===== src/rtl/pipe_pkg.sv =====
// Shared pipeline-boundary definitions: control bit indices, per-boundary widths,
// packed data layouts with their field offsets, and the zero-control constant.
package pipe_pkg;

  // Control bundle bit positions, common to every boundary.
  localparam int unsigned CTRL_REGWRITE = 0;
  localparam int unsigned CTRL_MEMREAD  = 1;
  localparam int unsigned CTRL_MEMWRITE = 2;
  localparam int unsigned CTRL_MEMTOREG = 3;
  localparam int unsigned CTRL_BRANCH   = 4;
  localparam int unsigned CTRL_JUMP     = 5;

  localparam int unsigned CTRL_W        = 6;
  localparam int unsigned WORD_W        = 32;
  localparam int unsigned REG_W         = 5;

  localparam logic [CTRL_W-1:0] CTRL_ZERO = '0;

  typedef struct packed {
    logic [WORD_W-1:0] instr;
    logic [WORD_W-1:0] a;
    logic [WORD_W-1:0] b;
    logic [WORD_W-1:0] imm;
    logic [WORD_W-1:0] npc1;
    logic [WORD_W-1:0] pc;
    logic [REG_W-1:0]  rt;
    logic [REG_W-1:0]  rd;
  } idex_data_t;

  typedef struct packed {
    logic [WORD_W-1:0] instr;
    logic [WORD_W-1:0] b;
    logic [WORD_W-1:0] result;
    logic              zero;
    logic [WORD_W-1:0] next_pc_branch;
    logic [WORD_W-1:0] npc1;
    logic [WORD_W-1:0] pc;
    logic [REG_W-1:0]  write_reg;
  } exmem_data_t;

  typedef struct packed {
    logic [WORD_W-1:0] read_data;
    logic [WORD_W-1:0] result;
    logic [WORD_W-1:0] npc1;
    logic [REG_W-1:0]  write_reg;
  } memwb_data_t;

  localparam int unsigned IDEX_CTRL_W  = CTRL_W;
  localparam int unsigned IDEX_DATA_W  = $bits(idex_data_t);
  localparam int unsigned EXMEM_CTRL_W = CTRL_W;
  localparam int unsigned EXMEM_DATA_W = $bits(exmem_data_t);
  localparam int unsigned MEMWB_CTRL_W = CTRL_W;
  localparam int unsigned MEMWB_DATA_W = $bits(memwb_data_t);

  // EX/MEM field LSB offsets inside the flat data bundle.
  localparam int unsigned EXMEM_OFF_WRITEREG = 0;
  localparam int unsigned EXMEM_OFF_PC       = EXMEM_OFF_WRITEREG + REG_W;
  localparam int unsigned EXMEM_OFF_NPC1     = EXMEM_OFF_PC + WORD_W;
  localparam int unsigned EXMEM_OFF_NEXTPC   = EXMEM_OFF_NPC1 + WORD_W;
  localparam int unsigned EXMEM_OFF_ZERO     = EXMEM_OFF_NEXTPC + WORD_W;
  localparam int unsigned EXMEM_OFF_RESULT   = EXMEM_OFF_ZERO + 1;
  localparam int unsigned EXMEM_OFF_B        = EXMEM_OFF_RESULT + WORD_W;
  localparam int unsigned EXMEM_OFF_INSTR    = EXMEM_OFF_B + WORD_W;

  // MEM/WB field LSB offsets inside the flat data bundle.
  localparam int unsigned MEMWB_OFF_WRITEREG = 0;
  localparam int unsigned MEMWB_OFF_NPC1     = MEMWB_OFF_WRITEREG + REG_W;
  localparam int unsigned MEMWB_OFF_RESULT   = MEMWB_OFF_NPC1 + WORD_W;
  localparam int unsigned MEMWB_OFF_READDATA = MEMWB_OFF_RESULT + WORD_W;

  // True when a control bundle would change architectural state.
  function automatic logic ctrl_writes(input logic [CTRL_W-1:0] ctrl);
    return ctrl[CTRL_REGWRITE] | ctrl[CTRL_MEMWRITE];
  endfunction

endpackage


===== src/rtl/pipe_slot.sv =====
// One pipeline entry: valid flag plus control and data payload, with load and clear.
// Clear wins over load; a cleared entry always shows zero control.
module pipe_slot #(
  parameter int unsigned CTRL_W     = 6,
  parameter int unsigned DATA_W     = 198,
  parameter bit          CLEAR_DATA = 1'b0
) (
  input  logic              clock,
  input  logic              reset,
  input  logic              load_i,
  input  logic              clear_i,
  input  logic [CTRL_W-1:0] ctrl_i,
  input  logic [DATA_W-1:0] data_i,
  output logic              valid_o,
  output logic [CTRL_W-1:0] ctrl_o,
  output logic [DATA_W-1:0] data_o
);

  logic              valid_q, valid_d;
  logic [CTRL_W-1:0] ctrl_q,  ctrl_d;
  logic [DATA_W-1:0] data_q,  data_d;

  always_comb begin
    valid_d = valid_q;
    ctrl_d  = ctrl_q;
    data_d  = data_q;
    if (clear_i) begin
      valid_d = 1'b0;
      ctrl_d  = '0;
      if (CLEAR_DATA) data_d = '0;
    end else if (load_i) begin
      valid_d = 1'b1;
      ctrl_d  = ctrl_i;
      data_d  = data_i;
    end
  end

  always_ff @(posedge clock) begin
    if (reset) begin
      valid_q <= 1'b0;
      ctrl_q  <= '0;
      data_q  <= '0;
    end else begin
      valid_q <= valid_d;
      ctrl_q  <= ctrl_d;
      data_q  <= data_d;
    end
  end

  assign valid_o = valid_q;
  assign ctrl_o  = ctrl_q;
  assign data_o  = data_q;

endmodule


===== src/rtl/pipe_stage_reg.sv =====
// Handshaked pipeline stage register with stall and flush; bubbles carry zero control.
// Define PIPE_STAGE_SKID_EN to add a skid entry so in_ready no longer depends on out_ready.
module pipe_stage_reg
  import pipe_pkg::*;
#(
  parameter int unsigned CTRL_W               = EXMEM_CTRL_W,
  parameter int unsigned DATA_W               = EXMEM_DATA_W,
  parameter bit          CLEAR_DATA_ON_BUBBLE = 1'b0
) (
  input  logic              clock,
  input  logic              reset,
  input  logic              enable,
  input  logic              flush,
  input  logic              in_valid,
  output logic              in_ready,
  input  logic [CTRL_W-1:0] in_ctrl,
  input  logic [DATA_W-1:0] in_data,
  output logic              out_valid,
  input  logic              out_ready,
  output logic [CTRL_W-1:0] out_ctrl,
  output logic [DATA_W-1:0] out_data
);

  logic              in_fire;
  logic              out_fire;
  logic              out_load;
  logic              out_clear;
  logic [CTRL_W-1:0] out_ctrl_d;
  logic [DATA_W-1:0] out_data_d;

  assign in_fire  = in_valid & in_ready;
  assign out_fire = out_valid & out_ready & enable;

`ifdef PIPE_STAGE_SKID_EN
  logic              skid_valid;
  logic              skid_load;
  logic              skid_clear;
  logic [CTRL_W-1:0] skid_ctrl;
  logic [DATA_W-1:0] skid_data;

  assign in_ready = enable & ~flush & ~skid_valid;

  // Output takes the skid first; new input goes to the skid only under backpressure.
  always_comb begin
    out_load   = 1'b0;
    out_clear  = 1'b0;
    skid_load  = 1'b0;
    skid_clear = 1'b0;
    out_ctrl_d = in_ctrl;
    out_data_d = in_data;
    if (flush) begin
      out_clear  = 1'b1;
      skid_clear = 1'b1;
    end else if (enable) begin
      if (skid_valid) begin
        if (out_fire) begin
          out_load   = 1'b1;
          out_ctrl_d = skid_ctrl;
          out_data_d = skid_data;
          skid_clear = 1'b1;
        end
      end else if (in_fire) begin
        if (~out_valid | out_fire) out_load  = 1'b1;
        else                       skid_load = 1'b1;
      end else if (out_fire) begin
        out_clear = 1'b1;
      end
    end
  end

  pipe_slot #(
    .CTRL_W     (CTRL_W),
    .DATA_W     (DATA_W),
    .CLEAR_DATA (CLEAR_DATA_ON_BUBBLE)
  ) u_skid (
    .clock   (clock),
    .reset   (reset),
    .load_i  (skid_load),
    .clear_i (skid_clear),
    .ctrl_i  (in_ctrl),
    .data_i  (in_data),
    .valid_o (skid_valid),
    .ctrl_o  (skid_ctrl),
    .data_o  (skid_data)
  );
`else
  assign in_ready   = enable & ~flush & (~out_valid | out_ready);
  assign out_ctrl_d = in_ctrl;
  assign out_data_d = in_data;
  assign out_load   = in_fire;
  // A drain without a replacement leaves a bubble behind.
  assign out_clear  = flush | (out_fire & ~in_fire);
`endif

  pipe_slot #(
    .CTRL_W     (CTRL_W),
    .DATA_W     (DATA_W),
    .CLEAR_DATA (CLEAR_DATA_ON_BUBBLE)
  ) u_out (
    .clock   (clock),
    .reset   (reset),
    .load_i  (out_load),
    .clear_i (out_clear),
    .ctrl_i  (out_ctrl_d),
    .data_i  (out_data_d),
    .valid_o (out_valid),
    .ctrl_o  (out_ctrl),
    .data_o  (out_data)
  );

endmodule


===== config.mk =====
export PLATFORM = sky130hd
export DESIGN_NAME = pipe_stage_reg
export DESIGN_NICKNAME = d
export VERILOG_FILES = /design/src/rtl/pipe_pkg.sv /design/src/rtl/pipe_slot.sv /design/src/rtl/pipe_stage_reg.sv
export SDC_FILE = /design/constraint.sdc
export NUM_CORES = 1
export LEC_CHECK = 0
export ABC_CLOCK_PERIOD_IN_PS = 3800
export CAP_MARGIN = 0
export CORE_MARGIN = 4
export CORE_UTILIZATION = 25
export CTS_CLUSTER_SIZE = 20
export DETAILED_ROUTE_END_ITERATION = 8
export PLACE_DENSITY = 0.6
export SETUP_SLACK_MARGIN = 0.1
export SKIP_CTS_REPAIR_TIMING = 1
export SYNTH_ARGS = -nofsm -noshare
export SYNTH_HDL_FRONTEND = slang
export SYNTH_SLANG_ARGS = --single-unit

===== constraint.sdc =====
create_clock -name clock -period 3.8 [get_ports clock]
set_clock_uncertainty 0.05 [all_clocks]
set_input_delay 0.76 -clock clock [delete_from_list [all_inputs] [get_ports clock]]
set_output_delay 0.76 -clock clock [all_outputs]
set_load 0.02 [all_outputs]

==> out/metrics.cfg <==
[yosys]
synth_largest_area_cell = dfxtp_1
synthTopCellsByArea = dfxtp_1, nand4_1, o31ai_2
synth_cell_types = 20
ys_seq_area_share_pct = 43.31
synthesis.area_um2 = 9477
ys_warn_count = 0
synth-seq-cells = 205
syn_area_per_cell_um2 = 9.601
synth_nets = 1197
synthCells = 987
synth_top_area_share_pct = 43.31

[finish]
seqCellArea_um2 = 4104
final_common_cell = clkdlybuf4s50_1
syn2layout_area_growth_pct = 52.84
drive_above_1_share_pct = 13.35
nFillCells = 3782
nNetsFinal = 1503
multi_input_area_um2 = 4424
final_cell_mix = clkdlybuf4s50_1, dfxtp_1, nand4_1, a21oi_1, o31ai_1
antenna_cells = 0
fin_util_pct = 38.64

[critical_path]
crit_chain = clkdlybuf4s50_1, nand2b_4, nor2_1, clkdlybuf4s50_1
reg2reg_depth = 4
critPathArrivalTime_ns = 2.24
critical-path-top-delay-family = buffers and inverters
path_buf_inv = 2
r2r_end = u_out.data_o[158]
critical-path-slowest-cell = clkdlybuf4s50_1
crit_fanout = 3
crit_type = primary input to primary output
worstReg2RegStart = u_out.valid_o
crit_required_ns = 2.99
critPathLaunchType = primary input
critPathMaxStageDelay_ns = 0.63
end_kind = primary output
reg2reg_slack_ns = 1.93
crit_top_cell = clkdlybuf4s50_1
cp.depth = 4

[pwr]
cellPowerDensity_nw_per_um2 = 375.5
peakVddDrop_v = 0.0002789
leakage_nw = 4.454

[clock_network]
root_buffer = clkbuf_16
cts_htree_levels = 1
clock_sinks = 205
numCtsBuffers = 25
clk_pin_slew_ns = 0.06
max-clock-path-buffers = 3
clock_latency_ns = 0.52
cts_tree = done

[floorplanning]
num_io_pins = 416
initial_core_util_pct = 25.28
dieArea_um2 = 41090
core_area_um2 = 37490
die_y_um = 202.7
die_w_um = 202.7
rows = 71

[hold_path]
hold_class = flip-flop to flip-flop
worstHoldStart = u_out.data_o[52]
worstHoldPathCells = 2
min_to = u_out.data_o[52]

[route]
highest_layer = met4
first_pass_iters = 4
viasPerCell = 5.324
wl_per_cell_um = 20.62
route.detailed.drc = 0
met1_length_um = 15360
ant_nets = 0
vias = 9701
wl_met2_um = 17500
wl_um = 37570
drtIter0Drc = 520
route.met3.wl_um = 3589

[sta]
finalCriticalPeriod_ns = 3.054
final_max_slew_viol_count = 0
final-setup-viol-count = 0
hold_viol = 0
worst_pin_slew_ns = 0.8552
fin_tns_setup_ns = 0
rsz0062_at_grt = no
clock.fmax_mhz = 327.5
slew_headroom_pct = 42.99
post-route-period-util_pct = 80.36

[placement]
dp_hpwl_um = 23170
gp_congestion = 0.7628
port_buffers = 415

[global_route]
grt_pass1_vias = 9608
grt_util_all_layers_pct = 16.89
grt_max_degree = 109
grt_antenna_before_repair = 0
grt_pass1_wl_um = 57260
overflow = 0

[run_status]
status = completed

[job]
max-cap-violations = 0

## kinds of logic (layout without fill, tap and decap cells)
logic type | count (synthesis) | in the layout | synth area share [%]
DFF | 205 | 205 | 43.31
buffers and inverters | 160 | 484 | 10.30
AOI/OAI and AO/OA | 409 | 409 | 32.37
and+or+nand+nor | 213 | 213 | 14.02
## cell type report
class	instances	share of cell area, %
clock buffers	32	4.846
repair buffers	438	31.10
flip-flops and latches	205	28.33
well taps	511	4.414
clock inverters	13	0.6824
multi-input cells	622	30.55
inverters	1	0.07775
## flip-flops by register name, summed over array words and instances, names as in the netlist
signal         flops
u_out.valid_o      1
u_out.data_o     198
u_out.ctrl_o       6
## Yosys cell counts
cell      number
inv_4          1
nand2_1        1
buf_2         79
o31ai_1      103
a21oi_1      204
buf_4         12
dfxtp_1      205
nor2b_1        1
buf_1          1
buf_6         29
buf_8          1
nand4_1      204
nor2_1         2
nor3_1         1
nand4b_1       1
clkbuf_1      37
nor2b_2        1
o31ai_2      101
o21ba_2        1
nand2b_1       2
## worst register-to-register path, stage by stage, from the launching register on
cell and delay [ns]:
dfxtp_1 0.49, nor2b_4 0.29, buf_12 0.37, o31ai_1 0.41
a21oi_1 0.18
## stage by stage
stage	setup slack (ns)	hold slack (ns)	area [um2]	instances	power (mW)
after detailed placement	0.7466	0.4092	13680	1777	3.156
after floorplan	1.411	0.4976	9477	987	2.709
after CTS	0.7352	0.4175	14480	1822	5.514
after global routing	0.7108	0.4313	14480	1822	5.666
after global placement	0.7285	0.4034	13680	1777	3.150
final	0.7463	0.4142	14480	1822	5.439
## how the worst max path moves through the flow
stage          startpoint        to
6_report            flush  in_ready
2_1_floorplan       flush  in_ready
3_5_place_dp        flush  in_ready
5_1_grt             flush  in_ready
4_1_cts             flush  in_ready
3_3_place_gp        flush  in_ready
## power by group
group          internal, mW  total, mW  leakage, nW  switching (mW)
logic                 0.401      0.847         2.39           0.447
clock network          1.37       2.33        0.400           0.961
registers              2.22       2.26         1.67          0.0421
## metal layers
| layer | GRT usage [%] | vias to the layer above |
|---|---|---|
| li1 | - | 4488 |
| met1 | 21.41 | 4750 |
| met2 | 27.01 | 399 |
| met3 | 6.085 | 64 |
| met4 | 5.213 | 0 |
| met5 | 0 | - |
Note: power is estimated with default switching activity, not from simulation.
